File: config.mk
export PLATFORM = sky130hd
export DESIGN_NAME = serial_dac_loader
export DESIGN_NICKNAME = d
export VERILOG_FILES = /design/src/rtl/sdac_pkg.sv /design/src/rtl/sdac_shift_chan.sv /design/src/rtl/serial_dac_loader.sv
export SDC_FILE = /design/constraint.sdc
export NUM_CORES = 1
export LEC_CHECK = 0
export CORE_UTILIZATION = 35
export CTS_CLUSTER_DIAMETER = 150
export DETAILED_ROUTE_END_ITERATION = 12
export PLACE_DENSITY_LB_ADDON = 0.3
export SETUP_SLACK_MARGIN = 0.15
export SLEW_MARGIN = 20
export SYNTH_ARGS = -nofsm -noshare
export SYNTH_HDL_FRONTEND = slang
export SYNTH_SLANG_ARGS = --single-unit
File: constraint.sdc
create_clock -name clk -period 2.1 [get_ports clk]
set_clock_uncertainty 0.05 [all_clocks]
set_input_delay 0.525 -clock clk [delete_from_list [all_inputs] [get_ports clk]]
set_output_delay 0.525 -clock clk [all_outputs]
set_load 0.005 [all_outputs]
File: src/rtl/sdac_pkg.sv
// Shared types and default parameter values for the serial DAC loader.
package sdac_pkg;

    // Load sequencer states
    typedef enum logic [1:0] {
        ST_IDLE   = 2'd0,
        ST_SHIFT  = 2'd1,
        ST_LOAD   = 2'd2,
        ST_SETTLE = 2'd3
    } sdac_state_t;

    localparam int DEF_N_CH       = 8;
    localparam int DEF_DW         = 12;
    localparam int DEF_CLK_HALF   = 1;
    localparam int DEF_LD_W       = 2;
    localparam int DEF_SETTLE_CYC = 30;

endpackage

File: src/rtl/sdac_shift_chan.sv
// One DAC channel: captures its code into a shift register and presents one
// bit at a time on sri. With SDAC_CH_MASK_EN defined, a captured mask bit
// can silence the channel for the whole load; otherwise the mask is ignored.
module sdac_shift_chan
    import sdac_pkg::*;
#(
    parameter int DW        = DEF_DW,
    parameter int MSB_FIRST = 1
) (
    input  logic          clk,
    input  logic          rstn,
    input  logic          capture,
    input  logic          advance,
    input  logic          clear,
    input  logic [DW-1:0] code_in,
    input  logic          mask_in,
    output logic          sri,
    output logic          enabled
);

    logic [DW-1:0] shreg;
    logic          first_bit;
    logic          next_bit;
    logic          cap_en;

    assign first_bit = (MSB_FIRST != 0) ? code_in[DW-1] : code_in[0];
    assign next_bit  = (MSB_FIRST != 0) ? shreg[DW-1]   : shreg[0];

`ifdef SDAC_CH_MASK_EN
    logic mask_q;

    assign cap_en  = mask_in;
    assign enabled = mask_q;

    // Remember whether this channel takes part in the current load
    always_ff @(posedge clk or negedge rstn) begin
        if (!rstn) begin
            mask_q <= 1'b0;
        end else if (capture) begin
            mask_q <= mask_in;
        end
    end
`else
    logic unused_mask;

    assign unused_mask = mask_in;
    assign cap_en      = 1'b1;
    assign enabled     = 1'b1;
`endif

    // First bit goes out straight from the input code at capture; the rest
    // come from the shift register, which already holds the remaining bits
    always_ff @(posedge clk or negedge rstn) begin
        if (!rstn) begin
            shreg <= '0;
            sri   <= 1'b0;
        end else if (clear) begin
            shreg <= '0;
            sri   <= 1'b0;
        end else if (capture) begin
            shreg <= (MSB_FIRST != 0) ? (code_in << 1) : (code_in >> 1);
            sri   <= first_bit & cap_en;
        end else if (advance) begin
            shreg <= (MSB_FIRST != 0) ? (shreg << 1) : (shreg >> 1);
            sri   <= next_bit & enabled;
        end
    end

endmodule

File: src/rtl/serial_dac_loader.sv
// Serial DAC loader: shifts N_CH codes out in parallel on a shared SCLK,
// strobes LD low, then waits a settling time before pulsing done.
// Optional feature macro: SDAC_CH_MASK_EN (per-channel load enable).
module serial_dac_loader
    import sdac_pkg::*;
#(
    parameter int N_CH       = DEF_N_CH,
    parameter int DW         = DEF_DW,
    parameter int CLK_HALF   = DEF_CLK_HALF,
    parameter int LD_W       = DEF_LD_W,
    parameter int SETTLE_CYC = DEF_SETTLE_CYC,
    parameter int MSB_FIRST  = 1
) (
    input  logic                     clk,
    input  logic                     rstn,
    input  logic                     start,
    input  logic                     abort,
    input  logic [N_CH-1:0][DW-1:0]  code,
    input  logic [N_CH-1:0]          ch_mask,
    output logic                     SCLK,
    output logic [N_CH-1:0]          SRI,
    output logic [N_CH-1:0]          LD,
    output logic                     busy,
    output logic                     done
);

    localparam int BW = (DW > 1) ? $clog2(DW) : 1;
    localparam int SW = $clog2(SETTLE_CYC + 1);

    localparam logic [3:0]    HALF_LAST   = 4'(CLK_HALF - 1);
    localparam logic [3:0]    LD_LAST     = 4'(LD_W - 1);
    localparam logic [BW-1:0] BIT_LAST    = BW'(DW - 1);
    localparam logic [SW-1:0] SETTLE_LAST = SW'(SETTLE_CYC - 1);

    sdac_state_t     state;
    logic [3:0]      half_cnt;
    logic [BW-1:0]   bit_cnt;
    logic [3:0]      ld_cnt;
    logic [SW-1:0]   settle_cnt;
    logic [N_CH-1:0] ch_en;

    logic accept;
    logic half_end;
    logic bit_advance;
    logic shift_exit;
    logic chan_clear;

    // The done cycle is already IDLE, but a held start must wait one more
    // cycle so back-to-back loads are spaced by a full idle cycle
    assign accept      = (state == ST_IDLE) && start && !abort && !done;
    assign half_end    = (state == ST_SHIFT) && (half_cnt == HALF_LAST);
    assign bit_advance = half_end && SCLK && (bit_cnt != BIT_LAST) && !abort;
    assign shift_exit  = half_end && SCLK && (bit_cnt == BIT_LAST);
    assign chan_clear  = abort || shift_exit;

    for (genvar c = 0; c < N_CH; c++) begin : g_chan
        sdac_shift_chan #(
            .DW        (DW),
            .MSB_FIRST (MSB_FIRST)
        ) u_chan (
            .clk     (clk),
            .rstn    (rstn),
            .capture (accept),
            .advance (bit_advance),
            .clear   (chan_clear),
            .code_in (code[c]),
            .mask_in (ch_mask[c]),
            .sri     (SRI[c]),
            .enabled (ch_en[c])
        );
    end

    // Load sequencer: state, phase counters, SCLK, LD strobes, busy and done
    always_ff @(posedge clk or negedge rstn) begin
        if (!rstn) begin
            state      <= ST_IDLE;
            half_cnt   <= '0;
            bit_cnt    <= '0;
            ld_cnt     <= '0;
            settle_cnt <= '0;
            SCLK       <= 1'b0;
            LD         <= '1;
            busy       <= 1'b0;
            done       <= 1'b0;
        end else begin
            done <= 1'b0;
            case (state)
                ST_IDLE: begin
                    if (accept) begin
                        state    <= ST_SHIFT;
                        busy     <= 1'b1;
                        half_cnt <= '0;
                        bit_cnt  <= '0;
                        SCLK     <= 1'b0;
                    end
                end

                ST_SHIFT: begin
                    if (abort) begin
                        state    <= ST_IDLE;
                        busy     <= 1'b0;
                        SCLK     <= 1'b0;
                        half_cnt <= '0;
                        bit_cnt  <= '0;
                    end else if (half_end) begin
                        half_cnt <= '0;
                        if (SCLK) begin
                            SCLK <= 1'b0;
                            if (bit_cnt == BIT_LAST) begin
                                state   <= ST_LOAD;
                                bit_cnt <= '0;
                                ld_cnt  <= '0;
                                LD      <= ~ch_en;
                            end else begin
                                bit_cnt <= bit_cnt + 1'b1;
                            end
                        end else begin
                            SCLK <= 1'b1;
                        end
                    end else begin
                        half_cnt <= half_cnt + 4'd1;
                    end
                end

                ST_LOAD: begin
                    if (abort) begin
                        state  <= ST_IDLE;
                        busy   <= 1'b0;
                        LD     <= '1;
                        ld_cnt <= '0;
                    end else if (ld_cnt == LD_LAST) begin
                        state      <= ST_SETTLE;
                        LD         <= '1;
                        ld_cnt     <= '0;
                        settle_cnt <= '0;
                    end else begin
                        ld_cnt <= ld_cnt + 4'd1;
                    end
                end

                ST_SETTLE: begin
                    if (abort) begin
                        state      <= ST_IDLE;
                        busy       <= 1'b0;
                        settle_cnt <= '0;
                    end else if (settle_cnt == SETTLE_LAST) begin
                        state      <= ST_IDLE;
                        busy       <= 1'b0;
                        done       <= 1'b1;
                        settle_cnt <= '0;
                    end else begin
                        settle_cnt <= settle_cnt + 1'b1;
                    end
                end

                default: begin
                    state <= ST_IDLE;
                    busy  <= 1'b0;
                    SCLK  <= 1'b0;
                    LD    <= '1;
                end
            endcase
        end
    end

endmodule

==> metrics.txt, run 1 <==
critical path data required time=2.36 ns; endpoints failing hold=0; total gr overflow=0; post-synthesis instance area=6140 um2; number of setup violations in the final report=0; max-slew violation count=0; post-synthesis async set-or-reset flop share=1.00; worst min path class=input port to asynchronous set/reset pin; initial standard-cell utilization of the core=0.356; sum of internal, switching and leakage power=10100 uW; peak clock frequency supported by timing=498 MHz; Data arrival, critical path=2.26 ns; number of CTS-inserted buffers=17; Critical Path Fanout Max=17; wire length per cell after detailed routing=20.9 um; portion of synthesized cell area occupied by the leading cell type=0.481; Chip Width=134 um; initial detailed-routing violation count=339; layout cell share with drive strength beyond 1=0.271; type of the worst setup path=flip-flop to flip-flop; port bufs=118; post-detail-place hpwl=11200 um; met3 demand-to-capacity share in global routing=0.0469; H-tree Lvls=4; post-layout min period=2.01 ns; DRC violation count after routing=0; status=completed; final period utilization=0.955; most used routing layer=met2; post-synthesis to final-layout area growth=53.9%; worst r2r src=half_cnt[0]; synthesized netlist net count=688; number of global-route vias before repair=5526; most used standard cells in the synthesized netlist=sky130_fd_sc_hd__dfrtp_1, sky130_fd_sc_hd__nand4_1, sky130_fd_sc_hd__o2bb2ai_1; wire length of the first global-routing pass=29700 um; Netlist cell types=52; Global Route met2 Usage=0.360; number of placement rows=48; most frequent cell after synthesis=sky130_fd_sc_hd__dfrtp_1; worst reg-to-reg setup slack=0.09 ns; flip-flop and latch count after synthesis=119; mean cell area of the mapped netlist=10.8 um2; reg-to-reg endpoint=g_chan[6].u_chan.sri; Clock Pin Slew Worst Setup and Hold Paths=0.06 ns; Yosys Warn Count=0; met1 GRT Util=0.275; core box area=17200 um2; number of enable flip-flop cells after synthesis=0; number of top-level design ports=127; Placed Cells=894; leakage component of the power=0.00408 uW; largest net degree at the start of global routing=73; remaining antenna violation count after routing=0; DR pass1 iterations=7; initial antenna violation count=1; number of buffers on the longest clock path=2; global placer's final weighted congestion=0.804; count of maximum capacitance violations=0; cell type with the largest total area after synthesis=sky130_fd_sc_hd__dfrtp_1; clock latency on the worst-skew pair=0.43 ns; portion of the post-synthesis area used by sequential elements=0.485; setup repair after global routing missed its margin=yes; main flop type after synthesis=sky130_fd_sc_hd__dfrtp_1; power density of the placed cells=1070 nW/um2; worst voltage drop across the vdd grid=0.654 mV; clock root buffer master=sky130_fd_sc_hd__clkbuf_16; full die area=18100 um2; aggregate global-route resource usage=0.216; nets@finish=835; FF-to-FF path depth=9; actual transition at the worst max-transition pin=0.674 ns; Die H=134 um; TritonCTS clock tree=yes; filler-free cell count of the finished design=954; DRT Wirelength=19900 um; startpoint class of the critical path=flip-flop; via/cell ratio=5.75; count of mapped cells out of synthesis=568; clock sink total=119; Max-slew headroom=0.549; Via Count=5481; CP endpoint kind=flip-flop; top area cells in the synthesized netlist=sky130_fd_sc_hd__dfrtp_1, sky130_fd_sc_hd__o2bb2ai_1, sky130_fd_sc_hd__a21boi_0
==> flip-flops by register name, summed over array words and instances, names as in the netlist <==
| signal | cells |
|---|---|
| LD | 1 |
| state | 2 |
| busy | 1 |
| done | 1 |
| bit_cnt | 4 |
| half_cnt | 4 |
| settle_cnt | 5 |
| g_chan.u_chan.sri | 8 |
| ld_cnt | 4 |
| SCLK | 1 |
| g_chan.u_chan.shreg | 88 |
==> cell families after synthesis <==
group	Yosys count	synth area share
buffers and inverters	79	0.0648
DFF	119	0.485
and+or+nand+nor	152	0.147
muxes	13	0.0216
adders and majority gates	12	0.0244
AOI/OAI and AO/OA	193	0.257
==> how the worst max path moves through the flow <==
| stage | depth (start not counted) | end | slack, ns | start |
|---|---|---|---|---|
| 6_report | 9 | g_chan[6].u_chan.sri | 0.09 | half_cnt[0] |
| 2_1_floorplan | 5 | busy | 0.20 | abort |
| 5_1_grt | 10 | g_chan[7].u_chan.sri | 0.06 | half_cnt[0] |
| 3_5_place_dp | 5 | g_chan[2].u_chan.shreg[10] | -0.44 | start |
| 4_1_cts | 9 | g_chan[6].u_chan.sri | 0.09 | half_cnt[0] |
| 3_3_place_gp | 5 | g_chan[1].u_chan.shreg[11] | -0.38 | start |
==> stage by stage <==
step	hold slack, ns	util	setup WS (ns)	TNS (ns)	area (um2)
floorplan	0.179	-	0.204	0	6140
global placement	0.431	0.450	-0.384	-13.49	7760
detailed placement	0.443	0.450	-0.445	-16.70	7760
CTS	0.0351	0.518	0.0856	0	8920
global route	0.0503	0.548	0.0611	0	9450
finish	0.0278	0.549	0.0935	0	9460
==> what timing repair did <==
action / 4_1_cts / 5_1_grt
hold buffers: 0 / 0
pin swaps: 3 / 2
gates cloned: 7 / 6
resized for setup: 67 / 97
buffers inserted: 11 / 3
endpoints found under the setup margin: 96 / 107
==> where the power goes <==
group / switching, uW / total, uW / leakage, uW / internal, uW
sequential: 270 / 2990 / 0.00162 / 2720
clock: 1150 / 3300 / 0.000317 / 2150
combinational: 1910 / 3780 / 0.00214 / 1870
total: 3340 / 10100 / 0.00408 / 6740
==> routing by layer <==
metal / share of wire / vias up
met5: 0 / -
met4: 0.017 / 0
met3: 0.059 / 26
met2: 0.51 / 195
met1: 0.42 / 2768
li1: - / 2492
==> worst max-delay path: stages (launching register included) <==
cell and delay [ns]:
sky130_fd_sc_hd__dfrtp_1 0.39, sky130_fd_sc_hd__inv_2 0.09, sky130_fd_sc_hd__ha_4 0.13, sky130_fd_sc_hd__and4bb_2 0.26, sky130_fd_sc_hd__buf_6 0.14, sky130_fd_sc_hd__nand2_8 0.07
sky130_fd_sc_hd__buf_12 0.16, sky130_fd_sc_hd__buf_16 0.15, sky130_fd_sc_hd__and3_4 0.17, sky130_fd_sc_hd__a221o_1 0.25
==> cells in the final DEF (no fill, tap or decap), types with 13 or more instances in the layout <==
master                            count
sky130_fd_sc_hd__clkdlybuf4s50_1    108
sky130_fd_sc_hd__a221o_1             21
sky130_fd_sc_hd__a21boi_0            24
sky130_fd_sc_hd__o2bb2ai_2           41
sky130_fd_sc_hd__nand4_1             62
sky130_fd_sc_hd__and3_1              16
sky130_fd_sc_hd__clkbuf_16           23
sky130_fd_sc_hd__buf_4               38
sky130_fd_sc_hd__dfrtp_1            118
sky130_fd_sc_hd__o2bb2ai_1           20
sky130_fd_sc_hd__a21boi_1            33
sky130_fd_sc_hd__nand2_1             13
==> cell type report <==
class / instances / area, um2
Fill cell: 1365 / 7780
Multi-Input combinational cell: 371 / 3230
Sequential cell: 119 / 2980
Timing Repair Buffer: 197 / 2270
Clock buffer: 18 / 439
Tap cell: 225 / 282
Clock inverter: 14 / 223
Inverter: 9 / 33.8
Antenna cell: 1 / 2.50
Power figures use the tool's default switching activity.
==> run 2, diff against run 1 <==
- SLEW_MARGIN: 20 -> default
- clock period: 2.1 -> 1.65 ns (I/O delays scaled with it)
==> run 2 against run 1 <==
Against the previous run: design area grew 0.94%; combinational power up 27%; via count up 1.9%; core utilization is 0.52 points higher; register-to-register slack got worse by 0.42 ns; first-iteration DRC count is 0.29% lower; fmax increased by 1.6%; die area unchanged; worst setup slack lost 0.42 ns; non-clock buffer count grew 31; the flow now finishes with violations (negative setup slack); power up 24%; sequential share of layout area shrank 0.28 points.
==> metrics.txt, run 2 (same netlist as run 1, synthesis figures left out) <==
status=complete, but fails checks; failing checks=negative setup slack; total net switching power=4060 uW (+22%); TritonCTS clock tree=yes; initial detailed-routing violation count=338 (-0.29%); worst voltage drop across the vdd grid=1.03 mV (+58%); hold slack=0.352 ns (+0.324 ns); CP endpoint kind=flip-flop; clock latency on the worst-skew pair=0.43 ns (about the same); number of top-level design ports=127 (unchanged); part of the power in the clock network=0.312 (-0.016); type of the worst setup path=flip-flop to flip-flop; Top Registers=g_chan.u_chan.shreg: 88 flops, g_chan.u_chan.sri: 8 flops, settle_cnt: 5 flops; number of placement rows=48 (unchanged); switching portion of total power=0.325 (-0.00636); worst r2r src=half_cnt[1]; Chip Width=134 um (unchanged); number of buffers on the longest clock path=2 (unchanged); top library cells by usage in the layout, fill and taps aside=sky130_fd_sc_hd__dfrtp_1, sky130_fd_sc_hd__clkdlybuf4s50_1, sky130_fd_sc_hd__buf_4, sky130_fd_sc_hd__nand4_1, sky130_fd_sc_hd__o2bb2ai_1; fraction of power consumed by combinational cells=0.384 (+0.009); crit-path cells=inv_2 -> ha_4 -> and4bb_4 -> buf_6 -> and2_4 -> a21oi_4 -> buf_12 -> clkbuf_16 -> o2bb2ai_1; layout cell share with drive strength beyond 1=0.297 (+0.0266); number of global-route vias before repair=5566 (+0.72%); WP buf/inv=4 (unchanged); internal power of the cells=8450 uW (+25%); number of CTS-inserted buffers=17 (unchanged); FF-to-FF path depth=9 (unchanged); post-detail-place hpwl=11900 um (+6.4%); post-synthesis to final-layout area growth=55.4%; largest net degree at the start of global routing=48 (-34%); Die H=134 um (unchanged); peak clock frequency supported by timing=506 MHz (+1.6%); met1 GRT Util=0.274 (-0.000658); nets@finish=866 (+3.7%); remaining antenna violation count after routing=0 (unchanged); actual transition at the worst max-transition pin=0.518 ns (-0.156 ns); wire length per cell after detailed routing=19.6 um (-6.0%); via/cell ratio=5.68 (-1.1%); Data arrival, critical path=2.27 ns (about the same); worst reg-to-reg setup slack=-0.33 ns (-0.42 ns); initial antenna violation count=1 (unchanged); H-tree Lvls=4 (unchanged); Global Route met2 Usage=0.339 (-0.0204); worst min path class=input port to asynchronous set/reset pin; global placer's final weighted congestion=0.850 (+5.8%); clock sink total=119 (unchanged); relative contribution of sequential cells to total power=0.304 (+0.007); total gr overflow=0 (unchanged); max-slew violation count=0 (unchanged); critical path data required time=1.95 ns (-0.41 ns); full die area=18100 um2 (unchanged); Worst Slack Setup Final=-0.325 ns (-0.419 ns); startpoint class of the critical path=flip-flop; highest cell delay on the worst timing path=0.36 ns (-0.03 ns); category of cells accounting for the largest share of critical-path delay=buffers and inverters; endpoints failing hold=0 (unchanged); DR pass1 iterations=5 (-2); Clock Pin Slew Worst Setup and Hold Paths=0.06 ns (about the same); Max-slew headroom=0.655 (+0.105); core box area=17200 um2 (unchanged); wire length of the first global-routing pass=29100 um (-2.0%); port bufs=118 (unchanged); crit path max-delay cell type=sky130_fd_sc_hd__dfrtp_1; reg-to-reg endpoint=g_chan[1].u_chan.shreg[10]; initial standard-cell utilization of the core=0.356 (unchanged); most flop-heavy register=g_chan.u_chan.shreg; aggregate global-route resource usage=0.210 (-0.00594); DRC violation count after routing=0 (unchanged); Critical Path Fanout Max=9 (-8); most used routing layer=met2; post-layout min period=1.98 ns (-0.0311 ns); clock root buffer master=sky130_fd_sc_hd__clkbuf_16; worst setup slack after placement=-0.752 ns (-0.307 ns); number of setup violations in the final report=119 (+119); count of maximum capacitance violations=0 (unchanged); DRT Wirelength=19300 um (-3.2%); met3 demand-to-capacity share in global routing=0.0503 (+0.00338); Via Count=5587 (+1.9%); most frequent standard cell in the layout excluding fill and tap cells=sky130_fd_sc_hd__dfrtp_1; final period utilization=1.20 (+0.242); setup repair after global routing missed its margin=yes; power density of the placed cells=1310 nW/um2 (+23%); flip-flop count of the largest register after layout=88 (unchanged); leakage component of the power=0.00420 uW (+3.1%)
[run 2: cell types whose count changed in the layout (fill, tap and decap cells not counted), sizes merged, moves of 7 or more]
cell,previous run,this run
buf,72,118
clkdlybuf4s50,108,96
clkbuf,24,31
dlygate4sd2,9,2
[run 2: worst register-to-register path: stages, from the launching register on]
cell and delay, ns:
sky130_fd_sc_hd__dfrtp_1 0.36, sky130_fd_sc_hd__inv_2 0.06, sky130_fd_sc_hd__ha_4 0.15, sky130_fd_sc_hd__and4bb_4 0.22, sky130_fd_sc_hd__buf_6 0.13, sky130_fd_sc_hd__and2_4 0.14, sky130_fd_sc_hd__a21oi_4 0.30, sky130_fd_sc_hd__buf_12 0.22
sky130_fd_sc_hd__clkbuf_16 0.16, sky130_fd_sc_hd__o2bb2ai_1 0.10
[run 2: through the flow]
| step | total power [uW] | setup TNS (ns) | utilization | std cells | instance area (um2) |
|---|---|---|---|---|---|
| final | 12500 | -28.72 | 0.554 | 983 | 9550 |
| after global routing | 13100 | -35.43 | 0.554 | 982 | 9540 |
| after CTS | 11700 | -24.61 | 0.517 | 946 | 8910 |
| after detailed placement | 7460 | -56.61 | 0.465 | 904 | 8010 |
| after global placement | 7310 | -52.76 | 0.465 | 904 | 8010 |
| after floorplan | 6020 | -2.27 | - | 568 | 6340 |
[run 2: routing by layer]
layer,vias up,share of wire
li1,2552,-
met1,2827,0.44
met2,178,0.49
met3,30,0.054
met4,0,0.019
met5,-,0
[run 2: layout make-up]
| cell class | count | area, um2 |
|---|---|---|
| Inverter | 9 | 33.8 |
| Clock inverter | 9 | 150 |
| Timing Repair Buffer | 228 | 2430 |
| Clock buffer | 21 | 460 |
| Tap cell | 225 | 282 |
| Multi-Input combinational cell | 371 | 3200 |
| Sequential cell | 119 | 2980 |
| Antenna cell | 1 | 2.50 |
| Fill cell | 1409 | 7690 |
[run 2: worst max-delay path by stage]
| stage | slack, ns | depth (start not counted) | to | startpoint |
|---|---|---|---|---|
| finish | -0.33 | 9 | g_chan[1].u_chan.shreg[10] | half_cnt[1] |
| global route | -0.37 | 9 | g_chan[6].u_chan.shreg[5] | half_cnt[0] |
| CTS | -0.29 | 8 | g_chan[4].u_chan.sri | half_cnt[0] |
| detailed placement | -0.75 | 5 | g_chan[6].u_chan.shreg[2] | start |
| global placement | -0.70 | 5 | g_chan[4].u_chan.sri | start |
| floorplan | -0.06 | 5 | busy | abort |
[run 2: power by group through the flow]
stage | clock (uW) | combinational, uW | sequential (uW)
floorplan | 0 | 2270 | 3750
detailed placement | 0 | 3610 | 3840
global placement | 0 | 3490 | 3820
global route | 4090 | 5110 | 3860
CTS | 3940 | 3930 | 3790
finish | 3900 | 4800 | 3810
[run 2: repair_timing]
action,CTS,global route
endpoints found under the hold margin,13,0
setup endpoints to repair,137,132
buffers inserted,8,30
hold buffers,1,0
gates cloned,3,6
pin swaps,5,11
gates resized for setup,113,68
==> run 3, diff against run 2 <==
- CORE_MARGIN: default -> 3
- clock period: 1.65 -> 2.2 ns (I/O delays scaled with it)
==> run 3 against run 2 <==
Against the previous run: the flow now finishes without violations; flip-flop and latch count did not move; power fell by 36%; die area rose by 6.0%; via count fell by 4.5%; first-iteration DRC count fell by 3.0%; non-clock buffer count fell by 55; critical path depth fell by 1; worst setup slack improved by 0.50 ns; count of clock-buffer cells in the layout rose by 6; combinational power fell by 43%; critical endpoint is now g_chan[2].u_chan.shreg[2]; design area fell by 11%; register-to-register slack improved by 0.50 ns.
==> metrics.txt, run 3 (same netlist as run 1, synthesis figures left out) <==
post-layout min period=2.02 ns (+0.0468 ns); wire length per cell after detailed routing=20.1 um (+2.5%); initial antenna violation count=0 (-1); leakage component of the power=0.00382 uW (-9.1%); most frequent standard cell in the layout excluding fill and tap cells=sky130_fd_sc_hd__dfrtp_1; worst reg-to-reg setup slack=0.18 ns (+0.50 ns); largest net degree at the start of global routing=47 (-2.1%); last element of the critical path=g_chan[2].u_chan.shreg[2]; remaining antenna violation count after routing=0 (unchanged); DRC violation count after routing=0 (unchanged); post-synthesis to final-layout area growth=38.5%; initial detailed-routing violation count=328 (-3.0%); Top Registers=g_chan.u_chan.shreg: 88 flops, g_chan.u_chan.sri: 8 flops, settle_cnt: 5 flops; Post-CTS Hold Fix Bufs=0 (-1); worst r2r src=half_cnt[0]; critical path data required time=2.44 ns (+0.49 ns); aggregate global-route resource usage=0.184 (-0.0253); number of setup violations in the final report=0 (-100%); Clock Pin Slew Worst Setup and Hold Paths=0.05 ns (about the same); FF-to-FF path depth=8 (-1); clock root buffer master=sky130_fd_sc_hd__clkbuf_16; number of placement rows=47 (-2.1%); initial standard-cell utilization of the core=0.364 (+0.00758); flip-flop count of the largest register after layout=88 (unchanged); via/cell ratio=5.79 (+1.9%); worst voltage drop across the vdd grid=0.619 mV (-40%); sum of internal, switching and leakage power=8040 uW (-36%); first element of the critical path=half_cnt[0]; number of global-route vias before repair=5381 (-3.3%); DRT Wirelength=18500 um (-3.9%); layout cell share with drive strength beyond 1=0.142 (-0.155); peak clock frequency supported by timing=495 MHz (-2.3%); count of maximum capacitance violations=0 (unchanged); type of the worst setup path=flip-flop to flip-flop; H-tree Lvls=4 (unchanged); number of buffers on the longest clock path=2 (unchanged); reg-to-reg endpoint=g_chan[2].u_chan.shreg[2]; startpoint class of the critical path=flip-flop; number of top-level design ports=127 (unchanged); nets@finish=811 (-6.4%); worst min path class=input port to asynchronous set/reset pin; final period utilization=0.919 (-0.278); Non-Filler Cell Area, Final=8510 um2 (-11%); DR pass1 iterations=4 (-1); wire length of the first global-routing pass=28500 um (-2.0%); power density of the placed cells=945 nW/um2 (-28%); Inserted Diodes=0 (-1); clock sink total=119 (unchanged); full die area=19200 um2 (+6.0%); clock latency on the worst-skew pair=0.41 ns (-0.02 ns); total gr overflow=0 (unchanged); core box area=16900 um2 (-2.1%); Critical Path Fanout Max=13 (+4); endpoints failing hold=0 (unchanged); hold slack=0.0927 ns (-0.259 ns); final cell utilization of the core=0.504 (-0.0497); TritonCTS clock tree=yes; port bufs=118 (unchanged); most flop-heavy register=g_chan.u_chan.shreg; status=completed; max-slew violation count=0 (unchanged); number of CTS-inserted buffers=17 (unchanged); Chip Width=138 um (+3.0%); actual transition at the worst max-transition pin=0.611 ns (+0.0930 ns); CP endpoint kind=flip-flop; setup repair after global routing missed its margin=yes; Die H=138 um (+3.0%); top library cells by usage in the layout, fill and taps aside=sky130_fd_sc_hd__dfrtp_1, sky130_fd_sc_hd__clkdlybuf4s50_1, sky130_fd_sc_hd__nand4_1, sky130_fd_sc_hd__o2bb2ai_1, sky130_fd_sc_hd__a21boi_0; Data arrival, critical path=2.26 ns (about the same); cell area after placement=7660 um2 (-4.3%); Via Count=5338 (-4.5%); global placer's final weighted congestion=0.794 (-6.6%); Max-slew headroom=0.593 (-0.0616); post-detail-place hpwl=11500 um (-3.5%)
==> run 3: metal layers <==
layer	part of all wire	track usage	up-vias
li1	-	-	2438
met1	0.44	0.247	2706
met2	0.49	0.301	172
met3	0.051	0.0356	22
met4	0.015	0.0619	0
met5	0	0	-
==> run 3: area by class of cell <==
cell class                 count  area, um2
fill                        1462       8370
clock buffer                  27        503
sequential                   119       2980
clock inverter                 3       17.5
multi-input combinational    371       2830
timing repair buffer         173       1870
tap                          220        275
inverter                       9       33.8
==> run 3: worst min-delay path by stage <==
stage                               start  slack, ns                          to  depth (start not counted)
2_1_floorplan                        rstn       0.20                        SCLK                          0
3_3_place_gp    g_chan[6].u_chan.shreg[1]       0.44   g_chan[6].u_chan.shreg[1]                          1
3_5_place_dp   g_chan[7].u_chan.shreg[10]       0.44  g_chan[7].u_chan.shreg[11]                          1
4_1_cts                              rstn       0.11   g_chan[6].u_chan.shreg[5]                          1
5_1_grt                              rstn       0.12   g_chan[6].u_chan.shreg[5]                          1
6_report                             rstn       0.09   g_chan[6].u_chan.shreg[5]                          1
==> run 3: worst max-delay path, cell delays in order (launching register included) <==
cell	delay, ns
sky130_fd_sc_hd__dfrtp_1	0.39
sky130_fd_sc_hd__inv_1	0.09
sky130_fd_sc_hd__ha_2	0.19
sky130_fd_sc_hd__and4bb_4	0.30
sky130_fd_sc_hd__and2_4	0.19
sky130_fd_sc_hd__a21oi_4	0.08
sky130_fd_sc_hd__buf_4	0.15
sky130_fd_sc_hd__clkbuf_16	0.17
sky130_fd_sc_hd__a221o_1	0.30
==> run 3: per-stage QoR <==
| step | setup slack (ns) | std cells | TNS (ns) |
|---|---|---|---|
| 6_report | 0.178 | 922 | 0 |
| 5_1_grt | 0.0987 | 922 | 0 |
| 4_1_cts | 0.0263 | 908 | 0 |
| 3_5_place_dp | -0.358 | 875 | -10.81 |
| 3_3_place_gp | -0.273 | 875 | -8.32 |
| 2_1_floorplan | 0.279 | 568 | 0 |
==> run 3: repair_timing <==
action,CTS,global route
resized for setup,6,25
gates cloned,2,3
setup endpoints to repair,47,92
setup buffers,1,11
pin swaps,1,3
==> run 3: report_power, final <==
group / leakage (uW) / internal (uW) / switching, uW
combinational: 0.00194 / 1240 / 1480
sequential: 0.00162 / 2600 / 252
clock: 0.000253 / 1540 / 924
